<file path="src/rtl/minilab_0.sv">
// minilab_0: small synchronous read-only lookup table with a one-hot select.
//
// Holds DEPTH words of DATA_W bits in rom_memory. On a rising clk with en=1
// and exactly one address bit set, the selected word is registered onto out.
// Any other select (none or several bits set), or en=0, registers zero.
// Entries are never ORed or merged.
//
// Ports:
//   clk      in   1       clock, rising-edge
//   rst      in   1       asynchronous active-high reset, clears out at once
//   en       in   1       read enable, sampled on rising clk
//   address  in   DEPTH   one-hot entry select, bit i selects entry i
//   out      out  DATA_W  registered read data, 1-cycle latency
//
// rom_memory is a plain variable with a declaration initialiser and no
// procedural driver, so a testbench may overwrite entries hierarchically.
// Entry i powers up as 8'h11*(i+1), truncated to DATA_W bits.
// Reset touches only the output register, never the table.

module minilab_0 #(
  parameter int unsigned DATA_W = 8,
  parameter int unsigned DEPTH  = 8
) (
  input  logic              clk,
  input  logic              rst,
  input  logic              en,
  input  logic [DEPTH-1:0]  address,
  output logic [DATA_W-1:0] out
);

  localparam int unsigned IdxW = (DEPTH > 1) ? $clog2(DEPTH) : 1;
  localparam int unsigned CntW = $clog2(DEPTH + 1);

  typedef logic [DEPTH-1:0][DATA_W-1:0] rom_t;

  function automatic rom_t rom_init();
    rom_t r;
    for (int i = 0; i < int'(DEPTH); i++) begin
      r[i] = DATA_W'(32'h11 * (i + 1));
    end
    return r;
  endfunction

  localparam rom_t RomInit = rom_init();

  // Indexed as rom_memory[i] for entry i.
  rom_t rom_memory = RomInit;

  logic [CntW-1:0]   sel_cnt;
  logic [IdxW-1:0]   sel_idx;
  logic              sel_valid;
  logic [DATA_W-1:0] out_d;
  logic [DATA_W-1:0] out_q;

  // Priority-free decode: count the set bits and OR together the indices of
  // every set bit. The index is only meaningful when exactly one bit is set,
  // which sel_valid guarantees before it is used.
  always_comb begin
    sel_cnt = '0;
    sel_idx = '0;
    for (int i = 0; i < int'(DEPTH); i++) begin
      sel_cnt = sel_cnt + CntW'(address[i]);
      if (address[i]) begin
        sel_idx = sel_idx | IdxW'(i);
      end
    end
    sel_valid = (sel_cnt == CntW'(1));
  end

  always_comb begin
    out_d = '0;
    if (en && sel_valid) begin
      out_d = rom_memory[sel_idx];
    end
  end

  always_ff @(posedge clk or posedge rst) begin
    if (rst) begin
      out_q <= '0;
    end else begin
      out_q <= out_d;
    end
  end

  assign out = out_q;

endmodule

</file>
<file path="config.mk">
export PLATFORM = sky130hd
export DESIGN_NAME = minilab_0
export DESIGN_NICKNAME = d
export VERILOG_FILES = /design/src/rtl/minilab_0.sv
export SDC_FILE = /design/constraint.sdc
export NUM_CORES = 1
export LEC_CHECK = 0
export CAP_MARGIN = 20
export CORE_AREA = 2 2 39 41
export DETAILED_ROUTE_END_ITERATION = 16
export DIE_AREA = 0 0 41 43
export GPL_ROUTABILITY_DRIVEN = 0
export PLACE_DENSITY_LB_ADDON = 0.12
export SETUP_SLACK_MARGIN = 0.1
export SKIP_LAST_GASP = 1
export SLEW_MARGIN = 30
export SYNTH_ARGS = -nofsm -noshare
export SYNTH_HDL_FRONTEND = slang
export SYNTH_SLANG_ARGS = --single-unit
</file>
<file path="constraint.sdc">
create_clock -name clk -period 0.9 [get_ports clk]
set_input_delay 0.27 -clock clk [delete_from_list [all_inputs] [get_ports clk]]
set_output_delay 0.27 -clock clk [all_outputs]
set_load 0.01 [all_outputs]
</file>
==> Word level (Yosys, flattened, before mapping) <==
Memory sizes are Yosys's and may differ from the RTL's.
Cells that the tools add are included.
Widths: inputs -> output; s select.
{ "word_totals": {"ff_bits": 8, "rom_bits": 64, "inputBits": 11, "out_inout_bits": 8, "word_cells": 21, "mem_count": 1} }
{ "op_classes": {"add_sub_neg": 7, "order_cmp": 1, "n_eq_ne": 1, "mux": 9, "reduce_logical": 1} }
{ "mem_list": {"columns": ["memory", "depth", "width", "rd", "rd_clocked_by_memory_dff", "write_ports", "line_no", "rtl"], "rows": [
  ["(no name shown)", 8, 8, 1, 0, 0, "73", "out_d = rom_memory[sel_idx];"]
]} }
{ "op_table": {"columns": ["operator", "n"], "rows": [
  ["$add 4x1->4", 4],
  ["$mux 8", 2],
  ["$mux 3", 4],
  ["$add 3x1->4", 1],
  ["$eq 4x1->1 const B", 1],
  ["$lt 3x4->1 const B", 1],
  ["$mux 2", 2],
  ["$add 2x1->3", 1],
  ["$add 1x1->2", 1],
  ["$logic_and 1x1->1", 1],
  ["$mux 1", 1]
]} }

==> Longest topological paths before layout <==
{ "depth": {"depth_word": 10, "ltp_mapped": 11, "ltp_nobuf": 11} }

==> Worst setup path after synthesis <==
Ideal clock, no wire load.
{ "synth_timing": {"path_kind": "input port to flip-flop", "startpoint": "input port address[0]", "endpoint": "register out_q[6] (netlist: out[6])", "setup_time_ps": 87, "arrival_ps": 2901, "t_required_ps": 813, "setup_slack_ps": -2088, "stages": 11, "n_path_buf": 0, "path_cell_list": "inv_1 > fa_1 > fa_1 > fa_1 > inv_1 > ha_1 > inv_1 > fa_1 > a211o_1 > a21o_1 > a211oi_2"} }
{ "synth_between": {"elab_chain_len": 10} }
{ "synth_rtl": {"columns": ["item", "line_no", "rtl"], "rows": [
  ["start, declared", "27", "input logic [DEPTH-1:0] address,"],
  ["$add 1x1->2", "62", "sel_cnt = sel_cnt + CntW'(address[i]);"],
  ["$add 2x1->3", "62", null],
  ["$add 3x1->4", "62", null],
  ["$add 4x1->4 (4 in series)", "62", null],
  ["$eq 4x1->1", "67", "sel_valid = (sel_cnt == CntW'(1));"],
  ["$logic_and 1x1->1", "72", "if (en && sel_valid) begin"],
  ["$mux 8", "72", null],
  ["end signal, assigned", "81", "out_q <= out_d;"],
  ["end, declared", "53", "logic [DATA_W-1:0] out_q;"]
]} }
Every way passes these cells.

==> Final worst setup path <==
Same ends and word-level chain as after synthesis.

==> impl_metrics.tcl <==
set metrics [dict create \
    avgSynthCellArea_um2 9.63 \
    violations "negative setup slack" \
    grt_use_total_pct 12.6 \
    p_sw_mw 0.283 \
    synth_area_um2 414 \
    synth_top_area_share_pct 24.2 \
    cp.required_ns 1.04 \
    vias_per_cell 4.36 \
    drt-met1-wl_um 333 \
    wl_per_cell_um 10.1 \
    power_density_nw_per_um2 1280 \
    setup_viol 12 \
    clock-root-buffer "clkbuf_4" \
    p_leak_nw 0.362 \
    synth_area_leader_cell "dfrtp_1" \
    min_path_type "in2async" \
    dieArea_um2 1760 \
    peakVddDrop_v 0.000629 \
    cap_violations 0 \
    syn2layout_area_growth_pct 67.1 \
    critPathMaxFanout 2 \
    routed-wl-met3_um 44 \
    layout_common_cells "10 x inv_1, 9 x buf_4, 7 x clkdlybuf4s50_1" \
    hold_viol 0 \
    cp-start-kind "primary input" \
    status "complete, but fails checks" \
    met2_length_um 479 \
    dp_cells 79 \
    grt_pass1_wl_um 1490 \
    p_sw_share_pct 31.9 \
    synth_area_leaders "dfrtp_1 24%, fa_1 19%, ha_1 15%, inv_1 13%, buf_4 7.3%" \
    portBuffers 18 \
    clock_sinks 4 \
    worstSetupPathType "in2reg" \
    grt_pass1_vias 374 \
    post-route-min-period_ns 2.97 \
    fin_area_um2 692 \
    netlist_instances 43 \
    layout_commonest_cell "inv_1" \
    rsz0062_at_grt "true" \
    largest_reg_flops 4 \
    p_int_mw 0.603 \
    ys_ff_latch 4 \
    slew_viol_final 0 \
    io_pins 19 \
    drtAntennaViolNets 0 \
    p_clk_share_pct 23.4 \
    drc 0 \
    p_seq_share_pct 22.4 \
    core_area_um2 1380 \
    dr.max_layer_used "met3" \
    critPathArrivalTime_ns 3.11 \
    synthesis.nets 63 \
    grt_start_max_net_pins 5 \
    htreeDepth 1 \
    drive_gt1_share_pct 49.3 \
    fin_crit_sh_pct 330 \
    postPlaceCellArea_um2 652 \
    numCtsBuffers 3 \
    clkTransAtPathRegs_ns 0.04 \
    die_w_um 41 \
    finalPower_mw 0.886 \
    num-fill-cells 150 \
    ys_seq_area_share_pct 24.2 \
    vias 371 \
    cts_tree "done" \
    num-nets-final 91 \
    combPwrFrac_pct 54.2 \
    synth_cell_type_count 16 \
    initial_core_util_pct 29.9 \
    tightest_slew_ns 0.188 \
    firstDrtPassIters 1 \
    yosys_warnings 0 \
    fin_ws_ns -2.07 \
    antenna_found_initial 0 \
    dieHeight_um 43 \
    drtIter0Drc 0 \
    layout.cells.non_filler 85 \
    multi_input_area_um2 262 \
    overflow 0 \
    antenna_cells 0 \
    rows 14 \
    drt-total-wl_um 856 \
    regArea_um2 100 \
    dp_hpwl_um 744 \
    fmax_ghz 0.337 \
    end_kind "flip-flop" \
    cts_buffer_depth 2 \
    max_slew_margin_pct 87.4 \
]
==> stage by stage <==
stage / utilization, % / TNS [ns] / hold slack (ns) / worst slack (ns)
global route: 50.0 / -9.57 / 0.244 / -2.19
floorplan: - / -8.10 / 0.0361 / -2.06
detailed placement: 47.1 / -12.98 / 0.464 / -2.84
global placement: 47.1 / -12.96 / 0.460 / -2.84
CTS: 47.4 / -9.29 / 0.225 / -2.22
finish: 50.0 / -8.84 / 0.223 / -2.07
==> layer usage <==
| layer | up-vias | track usage [%] |
|---|---|---|
| li1 | 185 | - |
| met4 | 0 | 4.00 |
| met2 | 9 | 22.2 |
| met1 | 177 | 13.5 |
| met3 | 0 | 3.14 |
| met5 | - | 0 |
==> layout make-up <==
type	instances	share of cell area, %
Multi-Input combinational cell	21	37.8
Timing Repair Buffer	27	32.9
Sequential cell	4	14.5
Inverter	14	8.68
Clock buffer	3	3.25
Tap cell	16	2.89
==> power by group through the flow <==
stage               Sequential [mW]  Clock [mW]  Combinational [mW]
global route                  0.200       0.227               0.545
floorplan                     0.207           0               0.257
detailed placement            0.199           0               0.428
CTS                           0.196       0.214               0.438
finish                        0.198       0.207               0.480
global placement              0.199           0               0.424
==> synth_stat cells <==
master / instances
and3_2: 1
nand4_1: 1
fa_1: 4
a211oi_2: 1
inv_1: 14
o2111ai_1: 1
buf_4: 4
dfrtp_1: 4
a211o_1: 1
a21o_1: 1
or4_1: 1
ha_1: 5
a21oi_1: 1
or4_4: 1
and2_1: 1
nor2_1: 2
==> path summary, 6_finish.rpt <==
path,start,end,slack (ns),depth (start not counted)
max,address[0],out[6],-2.07,12
min,rst,out[4],0.22,2
max in group asynchronous,rst,out[5],0.53,2
min in group clk,address[3],out[5],0.54,4
==> repair_timing <==
item | CTS | global route
gates resized for setup | 48 | 5
pin swaps | 5 | 6
hold buffers | 0 | 0
setup buffers | 3 | 0
setup endpoints to repair | 12 | 12
==> critical path, cell delays in order <==
cell and delay, ns:
buf_6 0.07, inv_2 0.03, fa_1 0.50, fa_1 0.55, fa_1 0.42, inv_1 0.07
ha_2 0.17, inv_2 0.04, fa_2 0.54, o2111ai_4 0.11, a21o_1 0.20, a211oi_2 0.15
==> kinds of logic (layout without fill, tap and decap cells) <==
kind of cell,count (synthesis),in the layout,share of synthesized area (%)
compound gates,5,5,10.3
simple gates,7,7,11.2
fa+ha+maj,9,9,34.4
buf+inv,18,44,19.9
flops,4,4,24.2
Note: power is estimated with default switching activity, not from simulation.
